**config.mk**
```make
export PLATFORM = sky130hd
export DESIGN_NAME = hazard_ctrl
export DESIGN_NICKNAME = d
export VERILOG_FILES = /design/src/rtl/pipe_ctrl_pkg.sv /design/src/rtl/hazard_detect.sv /design/src/rtl/hazard_ctrl.sv
export SDC_FILE = /design/constraint.sdc
export NUM_CORES = 1
export LEC_CHECK = 0
export BUFFER_PORTS_ARGS = -buffer_cell sky130_fd_sc_hd__buf_4
export CAP_MARGIN = 20
export CORE_UTILIZATION = 35
export DETAILED_ROUTE_END_ITERATION = 12
export PLACE_DENSITY = 0.71
export SLEW_MARGIN = 40
export SYNTH_ARGS = -nofsm -noshare
export SYNTH_HDL_FRONTEND = slang
export SYNTH_SLANG_ARGS = --single-unit
```
**constraint.sdc**
```tcl
create_clock -name clk_i -period 1.85 [get_ports clk_i]
set_input_delay 0.2775 -clock clk_i [delete_from_list [all_inputs] [get_ports clk_i]]
set_output_delay 0.2775 -clock clk_i [all_outputs]
set_load 0.05 [all_outputs]
```
**src/rtl/pipe_ctrl_pkg.sv**
```systemverilog
// Shared pipeline-control definitions: FSM state encoding, the hard-wired
// zero register and the NOP encoding. Also provides the dependency-match helper.
package pipe_ctrl_pkg;

    typedef enum logic [1:0] {
        ST_RUN    = 2'd0,
        ST_STALL  = 2'd1,
        ST_FREEZE = 2'd2
    } state_e;

    localparam logic [4:0]  REG_ZERO = 5'd0;
    localparam logic [31:0] NOP      = 32'd0;

    // Destination register $0 is never a real producer, so it never matches.
    function automatic logic reg_match(input logic [4:0] dst,
                                       input logic [4:0] rs,
                                       input logic [4:0] rt,
                                       input logic       uses_rt);
        return (dst != REG_ZERO) && ((dst == rs) || (uses_rt && (dst == rt)));
    endfunction

endpackage

```
**src/rtl/hazard_detect.sv**
```systemverilog
// Combinational hazard compare for the instruction in ID. The load-use,
// branch-vs-ALU-in-EX and branch-vs-load-in-MEM terms are ORed into hz_o.
module hazard_detect
    import pipe_ctrl_pkg::*;
(
    input  logic [4:0] rs_i,
    input  logic [4:0] rt_i,
    input  logic       uses_rt_i,
    input  logic       branch_i,
    input  logic       idex_memread_i,
    input  logic       idex_regwrite_i,
    input  logic [4:0] idex_regdst_i,
    input  logic       exmem_memread_i,
    input  logic [4:0] exmem_regdst_i,
    output logic       hz_o
);

    logic idex_match;
    logic exmem_match;

    // Compare each older producer against the ID-stage sources and merge the terms.
    always_comb begin
        idex_match  = reg_match(idex_regdst_i,  rs_i, rt_i, uses_rt_i);
        exmem_match = reg_match(exmem_regdst_i, rs_i, rt_i, uses_rt_i);
        hz_o = (idex_memread_i  & idex_match)
             | (branch_i & idex_regwrite_i & idex_match)
             | (branch_i & exmem_memread_i & exmem_match);
    end

endmodule

```
**src/rtl/hazard_ctrl.sv**
```systemverilog
// Pipeline hazard/stall sequencer: advance, bubble ID/EX, freeze on data-memory
// stall, or flush IF/ID on a taken branch/jump. Enables are combinational from
// the current inputs; state, stall counter and the sticky error are registered.
// Optional feature: define HAZARD_PERF_EN to add saturating bubble/freeze/flush
// counters (perf_stall_o, perf_freeze_o, perf_flush_o).
// Handshake note: there is no valid/ready pair here; each enable is a
// per-cycle level that the pipeline registers sample on the next clk_i edge.
module hazard_ctrl
    import pipe_ctrl_pkg::*;
#(
    parameter int MAX_STALL = 3
`ifdef HAZARD_PERF_EN
    ,
    parameter int CNT_W     = 32
`endif
) (
    input  logic             clk_i,
    input  logic             rst_i,
    input  logic [4:0]       IFIDrsaddr,
    input  logic [4:0]       IFIDrtaddr,
    input  logic             IFIDusesrt,
    input  logic             IFIDbranch,
    input  logic             IDEXmemread,
    input  logic             IDEXregwrite,
    input  logic [4:0]       IDEXregdst,
    input  logic             EXMEMmemread,
    input  logic [4:0]       EXMEMregdst,
    input  logic             branch_taken_i,
    input  logic             jump_i,
    input  logic             mem_stall_i,
    output logic             pc_write_o,
    output logic             ifid_write_o,
    output logic             ifid_flush_o,
    output logic             idex_bubble_o,
    output logic             pipe_en_o,
    output logic             hazard_err_o,
`ifdef HAZARD_PERF_EN
    output logic [CNT_W-1:0] perf_stall_o,
    output logic [CNT_W-1:0] perf_freeze_o,
    output logic [CNT_W-1:0] perf_flush_o,
`endif
    output state_e           state_dbg_o
);

    localparam int            CW      = $clog2(MAX_STALL + 1);
    localparam logic [CW-1:0] CNT_MAX = CW'(MAX_STALL);

    state_e        state_q, state_d;
    logic [CW-1:0] stall_cnt_q, stall_cnt_d;
    logic          err_q, err_d;
    logic          hz;

    hazard_detect u_detect (
        .rs_i            (IFIDrsaddr),
        .rt_i            (IFIDrtaddr),
        .uses_rt_i       (IFIDusesrt),
        .branch_i        (IFIDbranch),
        .idex_memread_i  (IDEXmemread),
        .idex_regwrite_i (IDEXregwrite),
        .idex_regdst_i   (IDEXregdst),
        .exmem_memread_i (EXMEMmemread),
        .exmem_regdst_i  (EXMEMregdst),
        .hz_o            (hz)
    );

    // State register, stall counter and sticky error flag.
    always_ff @(posedge clk_i or posedge rst_i) begin
        if (rst_i) begin
            state_q     <= ST_RUN;
            stall_cnt_q <= '0;
            err_q       <= 1'b0;
        end else begin
            state_q     <= state_d;
            stall_cnt_q <= stall_cnt_d;
            err_q       <= err_d;
        end
    end

    // Next state: freeze holds the counter, a bubble counts up (saturating), a clean cycle clears it.
    always_comb begin
        state_d     = state_q;
        stall_cnt_d = stall_cnt_q;
        err_d       = err_q;
        if (mem_stall_i) begin
            state_d = ST_FREEZE;
        end else if (hz) begin
            state_d     = ST_STALL;
            stall_cnt_d = (stall_cnt_q >= CNT_MAX) ? CNT_MAX : stall_cnt_q + 1'b1;
        end else begin
            state_d     = ST_RUN;
            stall_cnt_d = '0;
        end
        if (stall_cnt_d == CNT_MAX) begin
            err_d = 1'b1;
        end
    end

    // Enables: reset forces RUN values immediately; otherwise mem stall > hazard > flush.
    always_comb begin
        pc_write_o    = 1'b1;
        ifid_write_o  = 1'b1;
        ifid_flush_o  = 1'b0;
        idex_bubble_o = 1'b0;
        pipe_en_o     = 1'b1;
        if (!rst_i) begin
            if (mem_stall_i) begin
                pc_write_o   = 1'b0;
                ifid_write_o = 1'b0;
                pipe_en_o    = 1'b0;
            end else if (hz) begin
                pc_write_o    = 1'b0;
                ifid_write_o  = 1'b0;
                idex_bubble_o = 1'b1;
            end else begin
                ifid_flush_o = (branch_taken_i & IFIDbranch) | jump_i;
            end
        end
    end

    assign hazard_err_o = err_q;
    assign state_dbg_o  = state_q;

`ifdef HAZARD_PERF_EN
    logic [CNT_W-1:0] perf_stall_q, perf_freeze_q, perf_flush_q;

    // Saturating event counters for bubbles, freeze cycles and IF/ID flushes.
    always_ff @(posedge clk_i or posedge rst_i) begin
        if (rst_i) begin
            perf_stall_q  <= '0;
            perf_freeze_q <= '0;
            perf_flush_q  <= '0;
        end else begin
            if (idex_bubble_o && (perf_stall_q != '1)) perf_stall_q <= perf_stall_q + 1'b1;
            if (mem_stall_i && (perf_freeze_q != '1)) perf_freeze_q <= perf_freeze_q + 1'b1;
            if (ifid_flush_o && (perf_flush_q != '1)) perf_flush_q <= perf_flush_q + 1'b1;
        end
    end

    assign perf_stall_o  = perf_stall_q;
    assign perf_freeze_o = perf_freeze_q;
    assign perf_flush_o  = perf_flush_q;
`endif

endmodule

```
==> results of run 1 <==
==> per-stage QoR <==
stage	TNS, ns	total power (uW)	instances	utilization	instance area, sq um
5_1_grt	-0.7176	500.4	123	0.7451	1006
4_1_cts	-0.4622	472.1	123	0.7331	989.7
3_3_place_gp	-0.8595	324.1	118	0.6756	912.1
2_1_floorplan	-0.5600	220.7	57	-	544.3
6_report	-0.5161	473.6	123	0.7451	1006
3_5_place_dp	-0.8481	328.5	118	0.6756	912.1
==> final cells by class <==
type	instances	area (sq um)	share of cell area
Multi-Input combinational cell	48	416.7	0.4142
Tap cell	15	18.77	0.01866
Inverter	2	7.507	0.007463
Clock buffer	4	26.28	0.02612
Sequential cell	5	125.1	0.1244
Timing Repair Buffer	49	411.6	0.4092
==> cells in the mapped netlist, drive strengths merged (2+ instances only) <==
master	number
xnor2	2
inv	2
a32oi	2
dfrtp	5
nor2	4
nor3	3
xor2	18
nor4	2
nand2	3
or4	2
a21oi	4
==> registers in the layout (all words and copies together) (netlist names) <==
name / cells
hazard_err_o: 1
stall_cnt_q: 2
state_dbg_o: 2
==> critical path: cells and delay by family <==
kind | cells | cell delay, ns
and+or+nand+nor | 3 | 0.82
buffers and inverters | 3 | 0.44
AOI/OAI and AO/OA | 1 | 0.20
==> how the worst max path moves through the flow <==
| stage | start | endpoint | slack, ns | depth (start not counted) |
|---|---|---|---|---|
| floorplan | EXMEMregdst[0] | ifid_flush_o | -0.24 | 4 |
| global placement | IDEXregdst[2] | ifid_write_o | -0.24 | 7 |
| detailed placement | IDEXregdst[2] | pc_write_o | -0.24 | 8 |
| CTS | EXMEMregdst[4] | ifid_flush_o | -0.16 | 6 |
| global route | IDEXregdst[0] | ifid_flush_o | -0.21 | 7 |
| finish | IDEXregdst[0] | ifid_flush_o | -0.17 | 7 |
==> routing by layer <==
layer,GRT usage,part of all wire
met3,0.03261,0.063
met2,0.3984,0.53
met5,0,0
met4,0.1250,0.0048
met1,0.1981,0.40
==> power groups by stage <==
stage | Combinational (uW) | Clock, uW | Sequential [uW]
floorplan | 86.9 | 0 | 134
global placement | 204 | 0 | 120
detailed placement | 208 | 0 | 120
CTS | 219 | 134 | 119
global route | 238 | 143 | 119
finish | 225 | 130 | 119
==> cell families (layout without fill, tap and decap cells) <==
family | count (synthesis) | after routing | share of synthesized area
xor gates and xnor gates | 20 | 20 | 0.3294
and+or+nand+nor | 16 | 16 | 0.1976
AOI/OAI and AO/OA | 12 | 12 | 0.2024
DFF | 5 | 5 | 0.2353
buffers and inverters | 4 | 55 | 0.03530
==> repair_timing <==
action / 4_1_cts / 5_1_grt
endpoints found under the hold margin: 5 / 0
pin swaps: 5 / 3
resized for setup: 11 / 3
hold buffers: 1 / 0
gates cloned: 0 / 0
setup endpoints to repair: 4 / 4
==> results.cfg, run 1 <==
[outcome]
status = complete, but fails checks
failed_checks = negative setup slack

[power]
pwr-share-seq = 0.251
combinationalPowerShare = 0.475
switching_share = 0.3469
p_int_uw = 309.3
power_density_nw_per_um2 = 470.8
irDropWorstVdd_v = 0.0003233
p_clk_frac = 0.274
p_switching_uw = 164.3
p_leak_uw = 0.0004901

[logic_synthesis]
synthArstFlopShare = 1.000
synth_top_area_cell = xor2_1
ys.flop_type = dfrtp_1
synth_area_sq_um = 531.8
synth_top_area_share = 0.2965
netlist_instances = 57
synth_edf_count = 0
ys_seq_area_frac = 0.2353
yosysWarnings = 0
synth.distinct_cells = 22
ys_top_cells_by_area = xor2_1 30%, dfrtp_1 24%, nor4b_4 4.5%
avgSynthCellArea_sq_um = 9.329
ys_ff_latch = 5
syn_nets = 87

[cts]
clockRootBuffer = clkbuf_4
htree_levels = 1
post_cts_buffers = 0
cts.reportedPaths.clkPinSlew_ns = 0.04
cts_buffer_depth = 2
insertion_delay_ns = 0.25
cts.sinks = 5
cts_buffers = 3
cts_tree = yes

[critical_path]
crit_type = primary input to primary output
crit_required_ns = 1.57
worst-r2r-cell-count = 2
critPathMaxFanout = 4
crit_path_end_kind = primary output
cpMaxStageDelayCell = or4_1
worstPathArrival_ns = 1.74
r2r_end = stall_cnt_q[0]
worstReg2RegStart = stall_cnt_q[0]
crit_chain = buf_4, buf_4, or4_1, nor2_1, o32a_4, nor4b_4, buf_6
cp-start-kind = primary input
rrSetupSlack_ns = 0.99
cpMostUsedCell = buf_4
cpPeakStageDelay_ns = 0.48

[drt]
wire_per_inst_um = 13.45
vias_per_cell = 5.098
finalWirelength_mm = 1.654
ant_nets = 0
drt_iter0_drc = 12
first_pass_iters = 4
route.detailed.drc = 0
vias = 627

[sta]
final-setup-viol-count = 4
drv_slew = 0
tightest_slew_ns = 0.3069
maxSlewHeadroom = 0.7935
skew_ns = 0.0003924
whs_ns = 0.2526
min_period_over_period = 1.090
min_period_ns = 2.016
setup_slack_ns = -0.1661
rsz0062_at_grt = yes
max_freq_mhz = 496.0
hold_viol_final = 0

[layout]
final_nets = 139
drive_gt1_frac = 0.5556
synthToLayoutAreaGrowth_pct = 89.18
final_cell_mix = 38 x buf_4, 17 x xor2_1, 9 x buf_6
layout_commonest_cell = buf_4
diodes = 0
fillers = 108

[worst_hold_path]
whs_path_depth = 1
hold_class = primary input to flip-flop
hold_end = state_dbg_o[1]
min_from = mem_stall_i

[global_route]
overflow = 0
grt.total_usage = 0.2063
antenna_found_initial = 0
grt_max_degree = 10
grt_pass1_wl_mm = 2.201
grt_pass1_vias = 561

[die]
core_sq_um = 1350
die_w_um = 40.98
dieHeight_um = 40.98
initial_core_util = 0.3939
fp-row-count = 13
io_pins = 38
die-area_sq_um = 1679

[place]
pre_cts_ws_ns = -0.2415
place_hpwl_mm = 1.338
gp_congestion = 0.7276
io_buffers = 37

[run]
maxCapViolCount = 0
No activity file was read; power rests on OpenSTA's default activity.
==> run 2, diff against run 1 <==
- CORE_AREA: unset -> 2 2 39 41
- CORE_UTILIZATION: 35 -> unset
- DIE_AREA: unset -> 0 0 41 43
- PLACE_DENSITY: 0.71 -> 0.77
- clock period: 1.85 -> 2.5 ns (I/O delays scaled with it)
==> results.cfg, run 2 (synthesis results as in run 1) <==
[place]
io_buffers = 37
placed_area_sq_um = 823.3
gp_congestion = 0.8087
place_hpwl_mm = 1.261
dp_cells = 108

[cts]
clockRootBuffer = clkbuf_4
cts_buffers = 3
cts.reportedPaths.clkPinSlew_ns = 0.04
insertion_delay_ns = 0.25
cts_buffer_depth = 2
cts.sinks = 5
htree_levels = 1
hold_buffers = 0
ctsResizeCount = 0
post_cts_buffers = 0
cts_tree = yes

[critical_path]
critPathMaxFanout = 7
cpPeakStageDelay_ns = 0.51
crit_chain = buf_4, or4_1, o211ai_1, o32a_4, nor4b_4, buf_4
crit_family = simple AND/OR/NAND/NOR gates
crit_path_end_kind = primary output
path_buf_inv = 2
worstReg2RegStart = stall_cnt_q[0]
crit_required_ns = 2.12
cpMostUsedCell = buf_4
crit_type = primary input to primary output
worst-path-stages = 6
worstPathArrival_ns = 1.93
r2r_end = stall_cnt_q[0]
rrSetupSlack_ns = 1.65
cpMaxStageDelayCell = or4_1
worst-r2r-cell-count = 2
cp-start-kind = primary input

[power]
p_leak_uw = 0.0004106
power_density_nw_per_um2 = 377.6
irDropWorstVdd_v = 0.0001538

[global_route]
antenna_found_initial = 0
overflow = 0
grt_pass1_wl_mm = 2.228
grt.total_usage = 0.1827
grt_pass1_vias = 579
grt_max_degree = 10

[sta]
hold_viol_final = 0
skew_ns = 0.004099
min_period_over_period = 0.9209
min_period_ns = 2.302
rsz0062_at_grt = no
final-setup-viol-count = 0
setup-tns-final_ns = 0
maxSlewHeadroom = 0.7770
whs_ns = 0.08059
drv_slew = 0
tightest_slew_ns = 0.3315
max_freq_mhz = 434.4

[worst_hold_path]
hold_class = primary input to async pin

[drt]
ant_nets = 0
first_pass_iters = 4
drt_iter0_drc = 10
m1WireLength_um = 474
wire_per_inst_um = 12.69
wl_met3_um = 122
vias_per_cell = 5.321
route.detailed.drc = 0
finalWirelength_mm = 1.421
maxUsedRoutingLayer = met4
met2_length_um = 790
vias = 596

[layout]
final_cell_mix = 37 x buf_4, 18 x xor2_1, 5 x dfrtp_1
synthToLayoutAreaGrowth_pct = 59.76
drive_gt1_frac = 0.4688
final_nets = 127
finalNonFillerCells = 112
diodes = 0
layout_commonest_cell = buf_4
fin_area_sq_um = 849.6

[outcome]
status = completed

[die]
die_w_um = 41
core_sq_um = 1384
fp-row-count = 14
dieHeight_um = 43
die-area_sq_um = 1763
initial_core_util = 0.3843
io_pins = 38

[run]
maxCapViolCount = 0
## run 2: cell count changes in the layout (fill, tap and decap cells not counted)
cell / previous run / this run
buf_6: 9 / 0
a21o_1: 0 / 1
a21o_2: 1 / 0
buf_4: 38 / 37
buf_8: 1 / 0
dlygate4sd3_1: 1 / 0
nor3_1: 1 / 2
nor3_4: 1 / 0
or4_1: 1 / 2
or4_4: 1 / 0
xor2_1: 17 / 18
xor2_2: 1 / 0
## run 2: power breakdown
part,switching [uW],internal [uW],leakage (uW)
combinational,74.3,64.3,0.000329
sequential,2.58,85.5,0.0000671
clock,33.7,60.4,0.0000150
## run 2: worst register-to-register path, stage by stage, from the launching register on
cell,delay (ns)
dfrtp_1,0.40
nor2b_1,0.17
o31ai_4,0.20
## run 2: how the worst max path moves through the flow
| stage | startpoint | end | slack, ns |
|---|---|---|---|
| floorplan | EXMEMregdst[0] | pc_write_o | 0.14 |
| global placement | EXMEMregdst[0] | ifid_flush_o | 0.22 |
| detailed placement | EXMEMregdst[0] | ifid_flush_o | 0.19 |
| CTS | EXMEMregdst[0] | ifid_flush_o | 0.18 |
| global route | IDEXregdst[0] | ifid_write_o | 0.15 |
| finish | EXMEMregdst[0] | ifid_flush_o | 0.20 |
## run 2: final cells by class
cell class,count,area [sq um]
repair buffers,37,277.8
flip-flops and latches,5,125.1
well taps,16,20.02
inverters,2,7.507
fillers,133,534.3
multi-input cells,48,392.9
clock buffers,4,26.28
## run 2: metal layers
metal	track usage	vias to the layer above
met2	0.3469	38
met4	0.08000	0
li1	-	280
met1	0.1801	274
met3	0.01571	4
met5	0	-
## run 2: per-stage QoR
step	utilization	total power (uW)	setup slack (ns)
after floorplan	-	162.4	0.1364
after global placement	0.5949	225.5	0.2190
after detailed placement	0.5949	228.6	0.1913
after CTS	0.6139	324.6	0.1804
after global routing	0.6139	339.4	0.1519
final	0.6139	320.8	0.1978
==> run 3, diff against run 2 <==
- CORE_AREA: 2 2 39 41 -> unset
- CORE_UTILIZATION: unset -> 35
- DIE_AREA: 0 0 41 43 -> unset
- PLACE_DENSITY: 0.77 -> 0.71
- clock period: 2.5 -> 1.9 ns (I/O delays scaled with it)
==> results.cfg, run 3 (synthesis results as in run 1) <==
[outcome]
status = complete, but fails checks
failed_checks = negative setup slack

[die]
initial_core_util = 0.3939
io_pins = 38
die_w_um = 40.98
die-area_sq_um = 1679
fp-row-count = 13
dieHeight_um = 40.98
core_sq_um = 1350

[power]
power_density_nw_per_um2 = 452.9
pwr-share-seq = 0.248
p_switching_uw = 161.3
p_clk_frac = 0.271
irDropWorstVdd_v = 0.0003319
combinationalPowerShare = 0.481
p_int_uw = 305.0
switching_share = 0.3460
p_leak_uw = 0.0004970

[sta]
skew_ns = 0.0006871
setup_slack_ns = -0.1328
min_period_over_period = 1.070
max_freq_mhz = 491.9
rsz0062_at_grt = yes
hold_viol_final = 0
drv_slew = 0
min_period_ns = 2.033
tightest_slew_ns = 0.2900
final-setup-viol-count = 4
whs_ns = 0.2621
maxSlewHeadroom = 0.8049

[drt]
route.detailed.drc = 0
drt_iter0_drc = 3
finalWirelength_mm = 1.670
wire_per_inst_um = 13.47
vias = 619
vias_per_cell = 4.992
ant_nets = 0
first_pass_iters = 3

[run]
maxCapViolCount = 0

[layout]
synthToLayoutAreaGrowth_pct = 93.65
layout_commonest_cell = buf_4
final_nets = 140
finalNonFillerCells = 124
final_cell_mix = 41 x buf_4, 16 x xor2_1, 5 x dfrtp_1, 5 x buf_6, 4 x a21oi_1
multi_input_area_sq_um = 432.9
fillers = 92
final_core_util = 0.7627
drive_gt1_frac = 0.5780
register_area_sq_um = 125.1
diodes = 0

[critical_path]
crit_type = primary input to primary output
crit_family = compound AO/OA/AOI/OAI gates
critPathMaxFanout = 4
worst-r2r-cell-count = 2
crit_chain = buf_8, xor2_2, nor4_2, a32oi_1, o32a_4, a21o_4, buf_8
crit_required_ns = 1.62
worstPathArrival_ns = 1.75
cpMaxStageDelayCell = o32a_4
worst-path-stages = 7
cpMostUsedCell = buf_8
cpPeakStageDelay_ns = 0.36
crit_path_end_kind = primary output
cp-start-kind = primary input
path_buf_inv = 2

[global_route]
grt.total_usage = 0.2282
grt_max_degree = 10
grt_pass1_wl_mm = 2.449
grt_pass1_vias = 639
overflow = 0
antenna_found_initial = 0

[place]
dp_cells = 118
place_hpwl_mm = 1.340
io_buffers = 37
pre_cts_ws_ns = -0.2317
gp_congestion = 0.7290

[cts]
cts.reportedPaths.clkPinSlew_ns = 0.04
cts_tree = yes
cts_buffer_depth = 2
clockRootBuffer = clkbuf_4
cts.sinks = 5
cts_buffers = 3
htree_levels = 1
insertion_delay_ns = 0.24

[worst_hold_path]
hold_class = primary input to flip-flop
whs_path_depth = 1
[run 3: cell types whose count changed in the layout (fill, tap and decap cells not counted), moves of 2 or more]
cell,previous run,this run
xor2_2,0,2
buf_4,37,41
buf_8,0,3
xor2_1,18,16
buf_6,0,5
[run 3: final timing paths]
kind / startpoint / endpoint / slack (ns)
worst max-delay path: IFIDrtaddr[1] / ifid_write_o / -0.13
worst min-delay path: mem_stall_i / state_dbg_o[1] / 0.26
worst max register to register: stall_cnt_q[0] / stall_cnt_q[0] / 1.04
worst min register to register: hazard_err_o / hazard_err_o / 0.50
max in group asynchronous: rst_i / state_dbg_o[0] / 1.15
min in group asynchronous: rst_i / stall_cnt_q[0] / 0.58
[run 3: power by group through the flow]
stage	logic (uW)	clock network (uW)	registers, uW
after global placement	199	0	117
after detailed placement	203	0	117
final	224	126	116
after global routing	239	142	116
after CTS	220	131	116
after floorplan	84.6	0	130
[run 3: final cells by class]
| class | instances | area share |
|---|---|---|
| Tap cell | 15 | 0.01823 |
| Clock buffer | 4 | 0.02552 |
| Sequential cell | 5 | 0.1215 |
| Timing Repair Buffer | 50 | 0.4070 |
| Inverter | 2 | 0.007290 |
| Multi-Input combinational cell | 48 | 0.4204 |
[run 3: routing by layer]
metal	track usage	up-vias	wire (um)
met3	0.04891	6	118
met5	0	-	0
met2	0.4375	34	923
li1	-	302	-
met1	0.1968	277	576
met4	0.1833	0	51
[run 3: repair_timing]
action                                 CTS  global route
setup buffers                            1             0
hold buffers                             1             0
gates resized for setup                 14             3
pin swaps                                7             1
setup endpoints to repair                4             4
endpoints found under the hold margin    5             0
[run 3: stage by stage]
step	TNS [ns]	total power (uW)	instance area, sq um
final	-0.4549	466.3	1030
after global placement	-0.7193	315.6	912.1
after CTS	-0.4605	467.1	1015
after detailed placement	-0.8018	320.1	912.1
after global routing	-0.6807	496.8	1030
after floorplan	-0.4550	214.9	544.3
